[src/rtl/mem_init_loader_pkg.sv]
// Shared definitions for the memory init loader: FSM encoding and depth helper.
package mem_init_loader_pkg;

  typedef enum logic [2:0] {
    ST_IDLE   = 3'd0,
    ST_LOAD   = 3'd1,
    ST_VERIFY = 3'd2,
    ST_CHECK  = 3'd3,
    ST_DONE   = 3'd4,
    ST_ERROR  = 3'd5
  } state_e;

  // Byte address width in, word count out (one word per 4 byte addresses).
  function automatic int unsigned depth_of(input int unsigned addr_width);
    return 32'd1 << (addr_width - 2);
  endfunction

endpackage

[src/rtl/mem_init_checksum.sv]
// Modular (wrap-around) accumulator with synchronous clear and enable.
module mem_init_checksum #(
  parameter int W = 8
) (
  input  logic         clk,
  input  logic         rst,
  input  logic         clr,
  input  logic         en,
  input  logic [W-1:0] data,
  output logic [W-1:0] sum,
  output logic [W-1:0] sum_next
);

  logic [W-1:0] sum_q;
  logic [W-1:0] sum_d;

  always_comb begin
    sum_next = sum_q + data;
    sum_d    = sum_q;
    if (clr) begin
      sum_d = '0;
    end else if (en) begin
      sum_d = sum_next;
    end
  end

  always_ff @(posedge clk or posedge rst) begin
    if (rst) begin
      sum_q <= '0;
    end else begin
      sum_q <= sum_d;
    end
  end

  assign sum = sum_q;

endmodule

[src/rtl/mem_init_loader.sv]
// Streams words into memory from address 0, optionally verifies by read-back
// checksum, then hands the memory to the user side via sel.
module mem_init_loader
  import mem_init_loader_pkg::*;
#(
  parameter int DATA_WIDTH = 8,
  parameter int ADDR_WIDTH = 8,
  parameter int VERIFY     = 1
) (
  input  logic                  clk,
  input  logic                  reset,
  input  logic                  start,
  input  logic                  in_valid,
  input  logic [DATA_WIDTH-1:0] in_data,
  output logic                  in_ready,
  output logic                  wr_enable_init,
  output logic                  rd_enable_init,
  output logic                  wclk_init,
  output logic                  rclk_init,
  output logic [ADDR_WIDTH-3:0] waddr_init,
  output logic [ADDR_WIDTH-3:0] raddr_init,
  output logic [DATA_WIDTH-1:0] mem_data_in_init,
  input  logic [DATA_WIDTH-1:0] mem_data_out_init,
  output logic                  sel,
  output logic                  busy,
  output logic                  done,
  output logic                  error,
  output logic [ADDR_WIDTH-2:0] word_count,
  output state_e                state_dbg
);

  localparam int WA    = ADDR_WIDTH - 2;
  localparam int CW    = ADDR_WIDTH - 1;
  localparam int DEPTH = int'(depth_of(ADDR_WIDTH));
  localparam logic [WA-1:0] LAST_ADDR = WA'(DEPTH - 1);

  // Stream handshake: a word transfers in a cycle where in_valid and
  // in_ready are both high; in_ready does not depend on in_valid.
  state_e                state_q,     state_d;
  logic [WA-1:0]         addr_q,      addr_d;
  logic [CW-1:0]         count_q,     count_d;
  logic                  wr_en_q,     wr_en_d;
  logic [WA-1:0]         wr_addr_q,   wr_addr_d;
  logic [DATA_WIDTH-1:0] wr_data_q,   wr_data_d;
  logic [WA-1:0]         raddr_q,     raddr_d;
  logic                  rd_valid_q,  rd_valid_d;

  logic                  accept;
  logic                  restart;
  logic                  rd_en;
  logic [DATA_WIDTH-1:0] wsum;
  logic [DATA_WIDTH-1:0] rsum;
  logic [DATA_WIDTH-1:0] wsum_next;
  logic [DATA_WIDTH-1:0] rsum_next;

  always_comb begin
    in_ready   = (state_q == ST_LOAD);
    accept     = in_valid & in_ready;
    restart    = start & ((state_q == ST_IDLE) | (state_q == ST_DONE) |
                          (state_q == ST_ERROR));
    // Hold off the first read while the final write is still on the port.
    rd_en      = (state_q == ST_VERIFY) & ~wr_en_q;

    state_d    = state_q;
    addr_d     = addr_q;
    count_d    = count_q;
    raddr_d    = raddr_q;
    wr_en_d    = accept;
    wr_addr_d  = wr_addr_q;
    wr_data_d  = wr_data_q;
    rd_valid_d = rd_en;

    if (accept) begin
      wr_addr_d = addr_q;
      wr_data_d = in_data;
    end

    case (state_q)
      ST_IDLE, ST_DONE, ST_ERROR: begin
        if (restart) begin
          state_d = ST_LOAD;
          addr_d  = '0;
          count_d = '0;
          raddr_d = '0;
        end
      end
      ST_LOAD: begin
        if (accept) begin
          addr_d  = addr_q + WA'(1);
          count_d = count_q + CW'(1);
          if (addr_q == LAST_ADDR) begin
            state_d = (VERIFY != 0) ? ST_VERIFY : ST_DONE;
          end
        end
      end
      ST_VERIFY: begin
        if (rd_en) begin
          raddr_d = raddr_q + WA'(1);
          if (raddr_q == LAST_ADDR) begin
            state_d = ST_CHECK;
          end
        end
      end
      ST_CHECK: begin
        // rsum_next folds in the last read word arriving this cycle.
        state_d = (rsum_next == wsum) ? ST_DONE : ST_ERROR;
      end
      default: state_d = ST_IDLE;
    endcase
  end

  always_ff @(posedge clk or posedge reset) begin
    if (reset) begin
      state_q    <= ST_IDLE;
      addr_q     <= '0;
      count_q    <= '0;
      wr_en_q    <= 1'b0;
      wr_addr_q  <= '0;
      wr_data_q  <= '0;
      raddr_q    <= '0;
      rd_valid_q <= 1'b0;
    end else begin
      state_q    <= state_d;
      addr_q     <= addr_d;
      count_q    <= count_d;
      wr_en_q    <= wr_en_d;
      wr_addr_q  <= wr_addr_d;
      wr_data_q  <= wr_data_d;
      raddr_q    <= raddr_d;
      rd_valid_q <= rd_valid_d;
    end
  end

  mem_init_checksum #(.W(DATA_WIDTH)) u_wsum (
    .clk      (clk),
    .rst      (reset),
    .clr      (restart),
    .en       (accept),
    .data     (in_data),
    .sum      (wsum),
    .sum_next (wsum_next)
  );

  mem_init_checksum #(.W(DATA_WIDTH)) u_rsum (
    .clk      (clk),
    .rst      (reset),
    .clr      (restart),
    .en       (rd_valid_q),
    .data     (mem_data_out_init),
    .sum      (rsum),
    .sum_next (rsum_next)
  );

  logic unused_wsum_next;
  assign unused_wsum_next = ^wsum_next;

  assign wclk_init        = clk;
  assign rclk_init        = clk;
  assign wr_enable_init   = wr_en_q;
  assign waddr_init       = wr_addr_q;
  assign mem_data_in_init = wr_data_q;
  assign rd_enable_init   = rd_en;
  assign raddr_init       = raddr_q;
  assign word_count       = count_q;
  assign sel              = (state_q == ST_DONE);
  assign done             = (state_q == ST_DONE);
  assign error            = (state_q == ST_ERROR);
  assign busy             = (state_q == ST_LOAD) | (state_q == ST_VERIFY) |
                            (state_q == ST_CHECK);
  assign state_dbg        = state_q;

endmodule

[config.mk]
export PLATFORM = sky130hd
export DESIGN_NAME = mem_init_loader
export DESIGN_NICKNAME = d
export VERILOG_FILES = /design/src/rtl/mem_init_loader_pkg.sv /design/src/rtl/mem_init_checksum.sv /design/src/rtl/mem_init_loader.sv
export SDC_FILE = /design/constraint.sdc
export NUM_CORES = 1
export LEC_CHECK = 0
export CAP_MARGIN = 0
export CELL_PAD_IN_SITES_DETAIL_PLACEMENT = 0
export CELL_PAD_IN_SITES_GLOBAL_PLACEMENT = 2
export CORE_MARGIN = 2
export CORE_UTILIZATION = 34
export DETAILED_ROUTE_END_ITERATION = 7
export GPL_TIMING_DRIVEN = 0
export PLACE_DENSITY_LB_ADDON = 0.1
export SLEW_MARGIN = 10
export SYNTH_ARGS = -nofsm -noshare
export SYNTH_HDL_FRONTEND = slang
export SYNTH_SLANG_ARGS = --single-unit
[constraint.sdc]
create_clock -name clk -period 4.05 [get_ports clk]
set_input_delay 0.81 -clock clk [delete_from_list [all_inputs] [get_ports clk]]
set_output_delay 0.81 -clock clk [all_outputs]
set_load 0.05 [all_outputs]
== Word level (Yosys, flattened, before mapping) ==
Cells that the tools add are included.

* Register bits: 54
* Input bits: 20

* Eq/ne operators: 13
* Bitwise operators: 8
* Mux-type cells: 19
* Add/sub/neg operators: 5
* Reduce and logical (&&, ||, !) cells: 9

{| class="wikitable"
|+ Operator list
! cell !! number
|-
| two-way mux 8 bit || 4
|-
| one-hot mux 6 bit (2 select lines) || 2
|-
| two-way mux 6 bit || 3
|-
| adder 8 bit || 2
|-
| two-way mux 3 bit || 5
|-
| two-way mux 7 bit || 2
|-
| one-hot mux 7 bit (2 select lines) || 1
|-
| adder 6 x 1 -> 6 bit, second input constant || 2
|-
| equality test 6 bit, second input constant || 2
|-
| one-hot mux 3 bit (4 select lines) || 1
|-
| equality test 8 bit || 1
|-
| nonzero test 2 bit || 4
|-
| adder 7 x 1 -> 7 bit, second input constant || 1
|-
| equality test 3 x 2 -> 1 bit, second input constant || 2
|-
| equality test 3 bit, second input constant || 2
|-
| inequality test 2 bit, second input constant || 3
|-
| AND reduction 3 bit || 2
|-
| AND reduction 5 bit || 1
|-
| inequality test 2 x 1 -> 1 bit, second input constant || 2
|-
| bitwise OR 1 bit || 4
|-
| bitwise AND 1 bit || 3
|-
| equality test 3 x 1 -> 1 bit, second input constant || 1
|-
| zero test 3 bit || 1
|-
| OR reduction 3 bit || 1
|-
| 2 further kinds || 2
|}

== Longest topological paths before layout ==
* Word-level depth: 6
* Gate-level depth with buffers: 8

== By module ==
Synthesis repeated with hierarchy kept, for this count alone.

* Cell total of the unflattened synthesis: 330
* Area total of the unflattened synthesis: 3,138.0 um2

{| class="wikitable"
|+ By module, submodules not included
! module !! seq. area each (um2) !! cells an instance !! instances !! area an instance (um2)
|-
| mem_init_loader || 950.9 || 196 || 1 || 1,831.8
|-
| mem_init_checksum || 200.2 || 67 || 2 || 653.1
|}

==> metrics.csv <==
stage,metric,value,unit
run_status,status,finished clean,
timing,setup_tns,0,ns
cts,cts_hold_buf,0,
critical_path,crit_fanout,2,
global_routing,grt_max_degree,31,
floorplan,start_util,0.355,
timing,worst_slew_pin_slew,0.708,ns
floorplan,die_y,99.9,um
timing,rsz0062_at_grt,no,
timing,slew_headroom,0.524,
yosys,synth_flop_cell,dfrtp_1,
critical_path,start_kind,clock port,
critical_path,critical-path-slowest-cell,clkdlybuf4s50_1,
critical_path,worstReg2RegEnd,state_dbg[0],
yosys,synth_area_per_cell,8.84,sq um
final_layout,diodes,0,
global_routing,grt_pass1_vias,2759,
critical_path,reg2reg_depth,8,
timing,clock_skew,0.00577,ns
critical_path,r2r-start,u_rsum.sum[0],
critical_path,cp_top_family,buffers and inverters,
yosys,synth-seq-area-share,0.432,
global_routing,grt_overflow_total,0,
route,wl_per_cell,15.2,um
route,drtIter0Drc,127,
critical_path,crit_path_cell_trace,clkbuf_8 -> clkbuf_8 -> buf_4 -> clkdlybuf4s50_1,
route,ant_nets,0,
yosys,syn_nets,393,
cts,cts.repair.resized,0,
final_layout,fin_area,4030,sq um
final_layout,nNetsFinal,463,
power,cellPowerDensity,522,nW/um^2
hold_path,min_to,waddr_init[3],
place,io_buffers,58,
route,drt_pass1_iterations,4,
place,hpwl,5.85,mm
yosys,synthCells,354,
global_routing,grt_use_total,0.175,
place,place_area,3860,sq um
hold_path,holdPathStages,2,
global_routing,grt_pass1_wl,13.7,mm
yosys,synthArstFlopShare,1.00,
yosys,synth_edf_count,0,
hold_path,hold_start,waddr_init[3],
cts,cts.clk_slew.worst_paths,0.10,ns
timing,setup_violations,0,
place,place_ws,0.429,ns
power,total_power,0.00210,W
final_layout,drive_above_1_share,0.0682,
yosys,ys_warn_count,0,
cts,clock_latency,0.41,ns
floorplan,die_w,99.9,um
critical_path,reg2reg_slack,1.51,ns
floorplan,core_region_area,8810,sq um
critical_path,criticalPathCategory,clk -> out,
final_layout,fillers,899,
yosys,synth.distinct_cells,48,
final_layout,syn2layout_area_growth,28.8,%
route,vias_per_cell,5.11,
yosys,synth_seq_cells,54,
floorplan,num_rows,34,
cts,cts_setup_buffers,0,
critical_path,crit_path_max_incr_delay,0.69,ns
critical_path,crit_path_end_kind,output port,
route,num_vias,2721,
timing,drv_slew,0,
global_routing,antenna_found_initial,0,
job,cap_violations,0,
floorplan,num_io_pins,59,
critical_path,path_buf_inv,4,
timing,fin_ws,0.167,ns
critical_path,required,3.24,ns
cts,cts_tree,built,
route,routed_wl,8.10,mm
power,peakVddDrop,0.000616,V
yosys,netlist_area,3130,sq um
floorplan,design.die.area,9980,sq um
place,gp_congestion,0.792,
route,drc_errors,0,
yosys,ys_top_cells_by_area,"dfrtp_1 43%, nand2_1 7.8%, ha_1 6.8%, o21ai_0 4.8%, nor2_1 3.8%",
power,p_leak,1.82,nW
hold_path,min-delay-path-class,reg -> reg,
timing,hold_viol,0,
critical_path,worst_ep_arrival_time,3.07,ns
yosys,yosys.area.top_type_share,0.432,
critical_path,critPathMostFrequentCell,clkbuf_8,
yosys,yosys.area.top_type,dfrtp_1,
[synthesized netlist by cell type (2+ instances only)]
cell,n
nand2_1,65
dfrtp_1,54
nor2_1,32
o21ai_0,30
nand3_1,19
a21oi_1,18
ha_1,17
xor2_1,13
inv_1,11
xnor2_1,11
clkbuf_1,8
mux2i_1,8
buf_2,7
o21bai_1,4
a211oi_1,3
a21o_1,3
a31oi_1,3
buf_4,3
nand4_1,3
nor3_1,3
nor4_1,3
o211ai_1,3
clkbuf_2,2
fa_1,2
nor2b_1,2
o21ai_1,2
o31ai_1,2
o41ai_1,2
or3_1,2
[how the worst max path moves through the flow]
stage                 startpoint  cells after the start   endpoint
floorplan           state_dbg[2]                      4        sel
finish                       clk                      4  rclk_init
detailed placement           clk                      2  rclk_init
global route                 clk                      4  rclk_init
CTS                          clk                      4  rclk_init
global placement             clk                      2  rclk_init
[report_power, final]
part	switching [W]	leakage (nW)	internal, W
clock network	0.000304	0.0976	0.000326
logic	0.000418	1.03	0.000288
registers	0.000122	0.690	0.000645
[logic make-up after synthesis]
kind of cell / after synthesis / synth area share
and+or+nand+nor: 139 / 0.199
buffers and inverters: 32 / 0.0460
muxes: 8 / 0.0256
adders and majority gates: 19 / 0.0808
xor gates and xnor gates: 24 / 0.0672
AOI/OAI and AO/OA: 78 / 0.149
DFF: 54 / 0.432
[worst register-to-register path, cell delays in order (launching register included)]
cell and delay (ns):
dfrtp_1 0.39, ha_1 0.23, fa_1 0.42, a211oi_1 0.36
nor2_1 0.15, xor2_1 0.18, mux2i_1 0.14, nor4_1 0.40
a31oi_1 0.14
[stage by stage]
stage	hold slack (ns)	std cells	utilization
after floorplan	0.469	354	-
after global placement	0.461	520	0.436
after detailed placement	0.463	521	0.439
after CTS	0.497	533	0.458
after global routing	0.518	533	0.458
final	0.492	533	0.458
[layout make-up]
type                       count  area [sq um]  share of cell area
inverter                      12          46.3              0.0115
tap                          108           135              0.0335
clock buffer                  12           148              0.0366
sequential                    54          1350               0.335
timing repair buffer          57           581               0.144
clock inverter                 2          37.5             0.00932
buffer                        20          97.6              0.0242
multi-input combinational    268          1630               0.405
[cells in the final DEF (no fill, tap or decap), drive strengths merged, types with 13 or more instances in the layout]
cell / instances
ha: 17
xor2: 13
clkbuf: 20
nand2: 65
a21oi: 18
nor2: 32
clkdlybuf4s50: 58
dfrtp: 54
nand3: 19
o21ai: 32
[state kept, by name (all words and copies together), names as in the netlist, 3 cells and up]
name,cells
mem_data_in_init,8
u_rsum.sum,8
u_wsum.sum,8
word_count,7
addr_q,6
raddr_init,6
waddr_init,6
state_dbg,3
[layer usage]
layer	vias up	wire length [um]	track usage
li1	1356	-	-
met1	1284	4080	0.245
met2	66	3500	0.263
met3	15	355	0.0404
met4	0	157	0.0664
met5	-	0	0
Power figures use the tool's default switching activity.
